[config.mk]
export PLATFORM = sky130hd
export DESIGN_NAME = ame_num_normal_pipe_flat
export DESIGN_NICKNAME = d
export VERILOG_FILES = /design/src/rtl/ame_num_normal_pipe_if.sv /design/src/rtl/ame_num_normal_pipe.sv /design/src/flat_wrapper.sv
export SDC_FILE = /design/constraint.sdc
export NUM_CORES = 2
export LEC_CHECK = 0
export ABC_CLOCK_PERIOD_IN_PS = 6800
export CAP_MARGIN = 5
export CORE_AREA = 5 5 409 572
export DETAILED_ROUTE_END_ITERATION = 10
export DIE_AREA = 0 0 414 577
export MAX_ROUTING_LAYER = met4
export PLACE_DENSITY_LB_ADDON = 0.25
export SLEW_MARGIN = 10
export SYNTH_ARGS = -nofsm -noshare
export SYNTH_HDL_FRONTEND = slang
export SYNTH_HIERARCHICAL = 1
export SYNTH_SLANG_ARGS = --single-unit
export TNS_END_PERCENT = 5
[constraint.sdc]
create_clock -name clk_i -period 6.8 [get_ports clk_i]
set_input_delay 1.36 -clock clk_i [delete_from_list [all_inputs] [get_ports clk_i]]
set_output_delay 1.36 -clock clk_i [all_outputs]
set_load 0.01 [all_outputs]
[src/rtl/ame_num_normal_pipe_if.sv]
// Valid/ready bus for the AME multi-lane normaliser: input transaction and result.
interface ame_num_normal_pipe_if #(
  parameter int DATA_BITS = 64,
  parameter int OUT_BITS  = 32,
  parameter int LANES     = 4,
  parameter int ID_BITS   = 4
);
  localparam int SH_BITS = $clog2(DATA_BITS);

  logic                       in_valid_i;
  logic                       in_ready_o;
  logic [ID_BITS-1:0]         in_id_i;
  logic [1:0]                 in_mode_i;
  logic [SH_BITS-1:0]         in_shift_i;
  logic [LANES*DATA_BITS-1:0] in_data_i;
  logic                       out_valid_o;
  logic                       out_ready_i;
  logic [ID_BITS-1:0]         out_id_o;
  logic [LANES*OUT_BITS-1:0]  out_data_o;
  logic [LANES-1:0]           out_sat_o;

  // the normaliser side
  modport slave (
    input  in_valid_i, in_id_i, in_mode_i, in_shift_i, in_data_i, out_ready_i,
    output in_ready_o, out_valid_o, out_id_o, out_data_o, out_sat_o
  );

  // the producer/consumer side
  modport master (
    output in_valid_i, in_id_i, in_mode_i, in_shift_i, in_data_i, out_ready_i,
    input  in_ready_o, out_valid_o, out_id_o, out_data_o, out_sat_o
  );
endinterface

[src/rtl/ame_num_normal_pipe.sv]
// Multi-lane 2-stage signed right-shift normaliser with selectable rounding
// and saturation to OUT_BITS. Lanes share shift/mode; valid and tag ride a
// small shift register alongside the per-lane datapath.

// One lane: S1 = sign, shifted magnitude, round bit; S2 = increment, sign, clamp.
module ame_num_normal_lane #(
  parameter int DATA_BITS = 64,
  parameter int OUT_BITS  = 32,
  parameter int SH_BITS   = 6
) (
  input  logic                 clk_i,
  input  logic                 rst_n_i,
  input  logic                 en_i,
  input  logic [DATA_BITS-1:0] x_i,
  input  logic [SH_BITS-1:0]   shift_i,
  input  logic [1:0]           mode_i,
  output logic [OUT_BITS-1:0]  res_o,
  output logic                 sat_o
);
  // one extra bit so |-2^(DATA_BITS-1)| and the round carry never wrap
  localparam int MW = DATA_BITS + 1;
  localparam int RW = MW + 1;

  logic          sign_d, sign_q;
  logic [MW-1:0] sh_d, sh_q;
  logic          rnd_d, rnd_q;
  logic [OUT_BITS-1:0] res_d, res_q;
  logic          sat_d, sat_q;

  logic [MW-1:0] mag, mask, mag_inc;
  logic [RW-1:0] r;
  logic          rnd_new, sat_hi, sat_lo;

  // S1: magnitude, truncated shift, and the +1 that turns truncation into the chosen mode
  always_comb begin
    mag     = x_i[DATA_BITS-1] ? (~{x_i[DATA_BITS-1], x_i} + {{(MW-1){1'b0}}, 1'b1})
                               : {1'b0, x_i};
    // low s bits of the magnitude: the part discarded by the shift
    mask    = ~({MW{1'b1}} << shift_i);
    rnd_new = 1'b0;
    case (mode_i)
      // half-away: increment when the top discarded bit (weight 2^(s-1)) is set
      2'b01:   rnd_new = |(mag & (mask ^ (mask >> 1)));
      // floor: negatives move one further from zero if anything was discarded
      2'b10:   rnd_new = x_i[DATA_BITS-1] & (|(mag & mask));
      default: rnd_new = 1'b0;
    endcase
    sign_d = sign_q;
    sh_d   = sh_q;
    rnd_d  = rnd_q;
    if (en_i) begin
      sign_d = x_i[DATA_BITS-1];
      sh_d   = mag >> shift_i;
      rnd_d  = rnd_new;
    end
  end

  // S2: apply increment, restore sign, clamp into OUT_BITS
  always_comb begin
    mag_inc = sh_q + {{(MW-1){1'b0}}, rnd_q};
    r       = sign_q ? -{1'b0, mag_inc} : {1'b0, mag_inc};
    // in range iff bits [RW-1:OUT_BITS-1] are all copies of the sign
    sat_hi  = ~r[RW-1] & (|r[RW-2:OUT_BITS-1]);
    sat_lo  =  r[RW-1] & ~(&r[RW-2:OUT_BITS-1]);
    res_d   = res_q;
    sat_d   = sat_q;
    if (en_i) begin
      sat_d = sat_hi | sat_lo;
      if (sat_hi)      res_d = {1'b0, {(OUT_BITS-1){1'b1}}};
      else if (sat_lo) res_d = {1'b1, {(OUT_BITS-1){1'b0}}};
      else             res_d = r[OUT_BITS-1:0];
    end
  end

  // lane pipeline registers
  always_ff @(posedge clk_i or negedge rst_n_i) begin
    if (!rst_n_i) begin
      sign_q <= 1'b0;
      sh_q   <= '0;
      rnd_q  <= 1'b0;
      res_q  <= '0;
      sat_q  <= 1'b0;
    end else begin
      sign_q <= sign_d;
      sh_q   <= sh_d;
      rnd_q  <= rnd_d;
      res_q  <= res_d;
      sat_q  <= sat_d;
    end
  end

  assign res_o = res_q;
  assign sat_o = sat_q;
endmodule

// Top: shared stall control, valid/tag pipe, array of lanes.
module ame_num_normal_pipe #(
  parameter int DATA_BITS = 64,
  parameter int OUT_BITS  = 32,
  parameter int LANES     = 4,
  parameter int ID_BITS   = 4
) (
  input  logic clk_i,
  input  logic rst_n_i,
  ame_num_normal_pipe_if.slave io
);
  localparam int SH_BITS = $clog2(DATA_BITS);
  localparam int STAGES  = 2;

  logic                             en;
  logic [STAGES:1]                  vld_pipe_d, vld_pipe_q;
  logic [ID_BITS-1:0]               id1_d, id1_q, id2_d, id2_q;
  logic [LANES-1:0][DATA_BITS-1:0]  lane_x;
  logic [LANES-1:0][OUT_BITS-1:0]   lane_res;
  logic [LANES-1:0]                 lane_sat;

  // whole pipe advances unless a result is held waiting for the consumer
  assign en         = ~io.out_valid_o | io.out_ready_i;
  assign io.in_ready_o = en;
  assign lane_x     = io.in_data_i;

  // valid shift register and tag pipe; bubbles load as valid=0
  always_comb begin
    vld_pipe_d = vld_pipe_q;
    id1_d      = id1_q;
    id2_d      = id2_q;
    if (en) begin
      vld_pipe_d = {vld_pipe_q[1], io.in_valid_i};
      id1_d      = io.in_id_i;
      id2_d      = id1_q;
    end
  end

  // control registers
  always_ff @(posedge clk_i or negedge rst_n_i) begin
    if (!rst_n_i) begin
      vld_pipe_q <= '0;
      id1_q      <= '0;
      id2_q      <= '0;
    end else begin
      vld_pipe_q <= vld_pipe_d;
      id1_q      <= id1_d;
      id2_q      <= id2_d;
    end
  end

  for (genvar k = 0; k < LANES; k++) begin : g_lane
    ame_num_normal_lane #(
      .DATA_BITS (DATA_BITS),
      .OUT_BITS  (OUT_BITS),
      .SH_BITS   (SH_BITS)
    ) u_lane (
      .clk_i   (clk_i),
      .rst_n_i (rst_n_i),
      .en_i    (en),
      .x_i     (lane_x[k]),
      .shift_i (io.in_shift_i),
      .mode_i  (io.in_mode_i),
      .res_o   (lane_res[k]),
      .sat_o   (lane_sat[k])
    );
  end

  assign io.out_valid_o = vld_pipe_q[STAGES];
  assign io.out_id_o    = id2_q;
  assign io.out_data_o  = lane_res;
  assign io.out_sat_o   = lane_sat;
endmodule
[src/flat_wrapper.sv]
// flat-port wrapper written by rule: the top's interface ports become plain ports
module ame_num_normal_pipe_flat 
#(
  parameter int DATA_BITS = 64,
  parameter int OUT_BITS  = 32,
  parameter int LANES     = 4,
  parameter int ID_BITS   = 4
)
  (clk_i, rst_n_i, io_in_valid_i, io_in_id_i, io_in_mode_i, io_in_shift_i, io_in_data_i, io_out_ready_i, io_in_ready_o, io_out_valid_o, io_out_id_o, io_out_data_o, io_out_sat_o);
  ame_num_normal_pipe_if #(.DATA_BITS(DATA_BITS), .OUT_BITS(OUT_BITS), .LANES(LANES), .ID_BITS(ID_BITS)) io_i ();
  input  logic clk_i;
  input  logic rst_n_i;
  input wire logic [$bits(io_i.in_valid_i)-1:0] io_in_valid_i;
  input wire logic [$bits(io_i.in_id_i)-1:0] io_in_id_i;
  input wire logic [$bits(io_i.in_mode_i)-1:0] io_in_mode_i;
  input wire logic [$bits(io_i.in_shift_i)-1:0] io_in_shift_i;
  input wire logic [$bits(io_i.in_data_i)-1:0] io_in_data_i;
  input wire logic [$bits(io_i.out_ready_i)-1:0] io_out_ready_i;
  output wire logic [$bits(io_i.in_ready_o)-1:0] io_in_ready_o;
  output wire logic [$bits(io_i.out_valid_o)-1:0] io_out_valid_o;
  output wire logic [$bits(io_i.out_id_o)-1:0] io_out_id_o;
  output wire logic [$bits(io_i.out_data_o)-1:0] io_out_data_o;
  output wire logic [$bits(io_i.out_sat_o)-1:0] io_out_sat_o;
  assign io_i.in_valid_i = io_in_valid_i;
  assign io_i.in_id_i = io_in_id_i;
  assign io_i.in_mode_i = io_in_mode_i;
  assign io_i.in_shift_i = io_in_shift_i;
  assign io_i.in_data_i = io_in_data_i;
  assign io_i.out_ready_i = io_out_ready_i;
  assign io_in_ready_o = io_i.in_ready_o;
  assign io_out_valid_o = io_i.out_valid_o;
  assign io_out_id_o = io_i.out_id_o;
  assign io_out_data_o = io_i.out_data_o;
  assign io_out_sat_o = io_i.out_sat_o;
  ame_num_normal_pipe #(.DATA_BITS(DATA_BITS), .OUT_BITS(OUT_BITS), .LANES(LANES), .ID_BITS(ID_BITS)) u_core (.clk_i(clk_i), .rst_n_i(rst_n_i), .io(io_i));
endmodule
### After elaboration in Yosys (flattened, before gate mapping)

Index checks and enable logic that the tools add are counted.

| storage, ports and cells | value |
|---|---|
| memories | 0 |
| ROM bits | 0 |
| bits in registers | 410 |
| bits of input ports | 272 |
| memory bits (writable) | 0 |
| bits in latches | 0 |

| operators by class | value |
|---|---|
| add/sub/neg operators | 12 |
| muxes and demuxes | 20 |
| order comparisons | 0 |
| divide/modulo/power cells | 0 |
| equal/unequal tests | 2 |
| bitwise logic cells | 40 |
| reduce and logical (&&, ||, !) cells | 16 |
| shift-type cells | 5 |
| multiply operators | 0 |

Operators with widths:

| operator | count |
|---|---|
| bitwise AND 65 bit | 8 |
| OR reduction 65 bit | 8 |
| inverter 65 bit | 5 |
| two-way mux 66 bit | 4 |
| negation 65 -> 66 bit | 4 |
| adder 65 x 1 -> 65 bit | 4 |
| adder 65 x 1 -> 65 bit, second input constant | 4 |
| two-way mux 65 bit | 4 |
| right shift 65 x 6 -> 65 bit | 4 |
| two-way mux 32 bit | 8 |
| AND reduction 34 bit | 4 |
| OR reduction 34 bit | 4 |
| << shifter 65 x 6 -> 65 bit, first input constant | 1 |
| bitwise XOR 65 x 64 -> 65 bit | 1 |
| bitwise AND 1 bit | 12 |
| inverter 1 bit | 9 |
| case mux 1 bit (2 select lines) | 4 |
| bitwise OR 1 bit | 5 |
| equality test 2 x 1 -> 1 bit, second input constant | 1 |
| equality test 2 bit, second input constant | 1 |

### Longest topological paths before layout

| logic depth | value |
|---|---|
| depth in word-level cells | 8 |
| mapped depth | 22 |

### By module

Netlist, hierarchy kept.

Modules (own cells, without submodules):

| module | area each (um2) | times used | seq. area each (um2) | cells an instance |
|---|---|---|---|---|
| ame_num_normal_lane | 14,644.0 | 4 | 2,502.4 | 2,107 |
| ame_num_normal_pipe | 412.9 | 1 | 250.2 | 22 |

### Worst setup path after synthesis

Ideal clock, no wire load.

| path | value |
|---|---|
| path type | input to register |
| start point | input port io_in_data_i[10] |
| end point | register u_core.g_lane[0].u_lane.sh_q[5] |
| data required time | 6.717 ns |
| setup time | 0.083 ns |
| data arrival time | 5.433 ns |
| cell stages on the path | 15 |
| slack | 1.284 ns |
| cells stage by stage | or3_1 > or4_1 > clkbuf_1 > or4_1 > or4_1 > clkbuf_1 > or4_1 > clkbuf_1 > nor3_1 > a21oi_1 > a21oi_1 > a21oi_1 > mux2_2 > a221o_1 > o21ai_0 |

| between the ends | value |
|---|---|
| longest elaborated chain between the ends | 4 |

Ends and longest elaborated chain:

| what | RTL line | source |
|---|---|---|
| start, declared | flat_wrapper.sv:17 | `input wire logic [$bits(io_i.in_data_i)-1:0] io_in_data_i;` |
| inverter 65 bit | ame_num_normal_pipe.sv:36 | `mag = x_i[DATA_BITS-1] ? (~{x_i[DATA_BITS-1], x_i} + {{(MW-1){1'b0}}, 1'b1})` |
| adder 65 x 1 -> 65 bit | ame_num_normal_pipe.sv:36 |  |
| two-way mux 65 bit (*) | ame_num_normal_pipe.sv:36 |  |
| right shift 65 x 6 -> 65 bit (*) | ame_num_normal_pipe.sv:53 | `sh_d = mag >> shift_i;` |
| end signal, assigned | ame_num_normal_pipe.sv:79 | `sh_q <= '0;` |
| end signal, assigned | ame_num_normal_pipe.sv:85 | `sh_q <= sh_d;` |
| end, declared | ame_num_normal_pipe.sv:25 | `logic [MW-1:0] sh_d, sh_q;` |

Mark *: on every way between the ends. The rest lies on a longest branch, timed or not.
A chain may end at the register's enable or synchronous reset.

### Final worst setup path

| path | value |
|---|---|
| start point | register u_core.g_lane[0].u_lane.sh_q[9] |
| end point | register u_core.g_lane[0].u_lane.sat_q |

| between the ends | value |
|---|---|
| longest elaborated chain between the ends | 7 |
| elaborated cells on any way between the ends | 10 |
| those cells by class | add/sub: 2; mux: 1; bitwise: 5; reduce/logical: 2 |

Ends and longest elaborated chain:

| what | RTL line | source |
|---|---|---|
| adder 65 x 1 -> 65 bit (*) | ame_num_normal_pipe.sv:60 | `mag_inc = sh_q + {{(MW-1){1'b0}}, rnd_q};` |
| negation 65 -> 66 bit | ame_num_normal_pipe.sv:61 | `r = sign_q ? -{1'b0, mag_inc} : {1'b0, mag_inc};` |
| two-way mux 66 bit (*) | ame_num_normal_pipe.sv:61 |  |
| AND reduction 34 bit | ame_num_normal_pipe.sv:64 | `sat_lo = r[RW-1] & ~(&r[RW-2:OUT_BITS-1]);` |
| inverter 1 bit | ame_num_normal_pipe.sv:64 |  |
| bitwise AND 1 bit | ame_num_normal_pipe.sv:64 |  |
| bitwise OR 1 bit (*) | ame_num_normal_pipe.sv:68 | `sat_d = sat_hi \| sat_lo;` |
| end signal, assigned | ame_num_normal_pipe.sv:88 | `sat_q <= sat_d;` |
| end, declared | ame_num_normal_pipe.sv:28 | `logic sat_d, sat_q;` |

Marked as above.

==> results.yml <==
worst_setup_path:
  worst-endpoint-required_ps: 7340
  timing.critical_path.to_type: "flip-flop"
  arrival_ps: 6930
  path_common_cell: "nor4_1"
  cp_slowest_stage_delay_ps: 830
  path_class: "reg -> reg"
  slowest_stage: "nor4_1"
  nature_of_the_critical_path_startpoint: "flip-flop"
  timing.critical_path.cells: "nand4_2 -> or4_1 -> buf_4 -> nor4_1 -> a31oi_1 -> nor3_1 -> nand3_1 -> nor4_1 -> xnor2_1 -> o21ai_0 -> o311ai_0 -> nor4_1 -> buf_4 -> o2111a_1 -> nor2_1 -> a221o_1"
  path_max_fanout: 16
synth:
  ys.warnings.count: 6
  mappedNetlistNets: 8750
  synthArstFlopShare: 1.00
  seq_area_frac_synth: 0.174
  synth_enable_flop_cells: 0
  synthesis.area_mm2: 0.0590
  synth_cells: 8450
  synth_ff_type: "dfrtp_1"
  yosys.cell_types.count: 97
  yosys_reg_bits: 410
  synth_area_per_cell_um2: 6.98
clock_network:
  clk-insertion-delay-late_ps: 660
  cts-root-buf: "clkbuf_16"
  max-clock-path-buffers: 3
  cts_sinks: 410
  tritoncts: "built"
  quantity_of_gates_resized_following_cts: 0
  clkTransAtPathRegs_ps: 70
  tritoncts.num_buffers: 52
  post-cts-setup-buffers: 0
  clock_tree.htree_level_count: 2
  cts_hold_buffers: 0
sta:
  setup_repair_after_global_routing_missed_its_margin: "false"
  hold_viol_final: 0
  finalClockSkew_ps: 37.0
  min_period_over_period: 0.940
  drv_slew: 0
  finalSetupViolCount: 0
  period_minus_slack_ps: 6390
  fin_hold_ws_ps: 478
  timing.max_slew.rel_slack: 0.180
  timing.setup.tns_ps: 0
  maximum_clock_rate_mhz: 156
  worst-slew-pin-transition_ps: 1230
status:
  run_status: "finished, final reports clean"
drt:
  wire_per_inst_um: 27.6
  post_route_antenna_net_violation_count: 0
  dr_total_vias: 70700
  drt_iter0_markers: 6943
  postRouteWirelength_um: 327000
  post-route-drc-count: 0
  drt_pass1_iterations: 7
  routed_via_density: 5.96
global_route:
  number_of_antenna_violations_at_the_first_check_in_global_routing: 39
  wire_length_of_the_first_global_routing_pass_um: 474000
  first_global_vias: 68900
  grt.total_usage: 0.266
  grt_start_max_net_pins: 139
  overflow: 0
placed_design:
  buffer_ports.inserted: 409
  placedInstanceArea_mm2: 0.0680
  finalWeightedCongestion: 1.03
  placedCellCount: 11700
  hpwl_after_detailed_placement_um: 264000
floorplanning:
  core.rowCount: 208
  boundaryPins: 410
  fp.dieArea_mm2: 0.239
  starting_density_of_the_core: 0.258
  die_width_um: 414
  placeableCoreArea_mm2: 0.228
  chipHeight_um: 577
layout:
  synthToLayoutAreaGrowth_pct: 18.4
  post_route_cells_drive_above_1_share: 0.102
  final_design_area_no_fill_mm2: 0.0699
  final_core_util: 0.306
  final-instance-count-excl-fill: 11900
  num-nets-final: 9043
power:
  power.density_mw_per_mm2: 193
  static-leakage-power_nw: 25.2
  peakVddDrop_mv: 0.180
min_path:
  min-delay-path-class: "reg -> reg"
job:
  drv_cap: 0
sequential cells by signal (all words and copies together), names as in the netlist:
signal	count
u_core/g_lane.u_lane/res_o	128
u_core/vld_pipe_q	2
u_core/id1_q	4
u_core/io.out_id_o	4
u_core/g_lane.u_lane/sat_o	4
u_core/g_lane.u_lane/rnd_q	4
u_core/g_lane.u_lane/sh_q	260
u_core/g_lane.u_lane/sign_q	4
cell type report:
cell class / instances / area, um2
antenna: 29 / 72.6
clock buffer: 65 / 1420
clock inverter: 29 / 330
fill: 25200 / 159000
inverter: 136 / 513
multi-input combinational: 7235 / 45400
sequential: 410 / 10300
tap: 3045 / 3810
timing repair buffer: 908 / 8020
routing by layer:
layer,GRT usage,share of wire,vias up
li1,-,-,32200
met1,0.301,0.39,34200
met2,0.446,0.48,3363
met3,0.0450,0.068,910
met4,0.154,0.071,0
met5,-,0,-
logic make-up (layout without fill, tap and decap cells):
kind of cell,after synthesis,after routing,synth area share
XOR/XNOR,736,736,0.109
adder cells (fa/ha/maj),28,28,0.00594
buffers and inverters,805,1138,0.0570
multiplexers,397,397,0.0723
AND/OR/NAND/NOR,3526,3526,0.294
AO/OA/AOI/OAI,2548,2548,0.288
flip-flops,410,410,0.174
other,0,29,0
worst max-delay path, delay by kind of cell, from the launching register on:
family          cells  cell delay (ps)
compound gates      5             1240
flops               1              740
buf+inv             2              400
simple gates        8             3760
xor+xnor            1              130
power breakdown:
group          switching, mW  internal (mW)  leakage, nW
registers              0.692           2.86         5.14
clock network           1.28           1.69        0.861
logic                   4.34           2.61         19.2
total                   6.31           7.15         25.2
layout by cell type, fill, tap and decap left out, types with 48 or more instances in the layout:
cell type / count
nand2_1: 1108
nor2_1: 839
o21ai_0: 624
a21oi_1: 576
buf_4: 486
dfrtp_1: 406
xnor2_1: 400
clkdlybuf4s50_1: 398
xor2_1: 336
nor3_1: 300
mux2i_1: 296
nand3_1: 276
nand4_1: 172
nor4_1: 159
o31ai_1: 152
or3_1: 148
or4_1: 132
inv_1: 120
a211oi_1: 116
o2bb2ai_1: 108
a31oi_1: 96
o41ai_1: 92
a22oi_1: 84
mux2_2: 81
o211ai_1: 80
and3_1: 68
o21a_1: 64
o22ai_1: 64
and2_1: 56
clkbuf_16: 53
or2_2: 52
a2bb2oi_1: 48
synth_stat cells (96+ instances only):
library cell	n	area, um2
o21ai_0	624	3120
buf_1	136	510
mux2i_1	296	2960
dfrtp_1	410	10300
nor2_1	840	3150
o2bb2ai_1	108	946
a31oi_1	96	601
nor4_1	160	1000
or4_1	132	991
a211oi_1	116	871
nand3_1	276	1380
xor2_1	336	2940
xnor2_1	400	3500
clkbuf_1	416	1560
nand4_1	172	1080
nor3_1	300	1500
o31ai_1	152	1140
nand2_1	1108	4160
or3_1	148	926
a21oi_1	576	2880
inv_1	124	465
metrics by stage:
stage / setup slack [ps] / total power, mW
finish: 408 / 13.5
detailed placement: -38.0 / 10.4
CTS: 506 / 13.4
floorplan: 1280 / 7.39
global route: 84.8 / 14.1
global placement: -111 / 10.4
worst paths after layout:
path | from | end | slack (ps) | cells past startpoint
worst max-delay path | u_core/g_lane[0].u_lane/sh_q[9] | u_core/g_lane[0].u_lane/sat_o | 410 | 16
worst min-delay path | u_core/vld_pipe_q[1] | u_core/vld_pipe_q[2] | 480 | 1
worst max register to register | u_core/g_lane[0].u_lane/sh_q[9] | u_core/g_lane[0].u_lane/sat_o | 410 | 16
worst min register to register | u_core/vld_pipe_q[1] | u_core/vld_pipe_q[2] | 480 | 1
max in group asynchronous | rst_n_i | u_core/g_lane[0].u_lane/sh_q[51] | 4690 | 2
min in group asynchronous | rst_n_i | u_core/g_lane[1].u_lane/res_o[3] | 680 | 1
(Power assumes the default switching activity.)
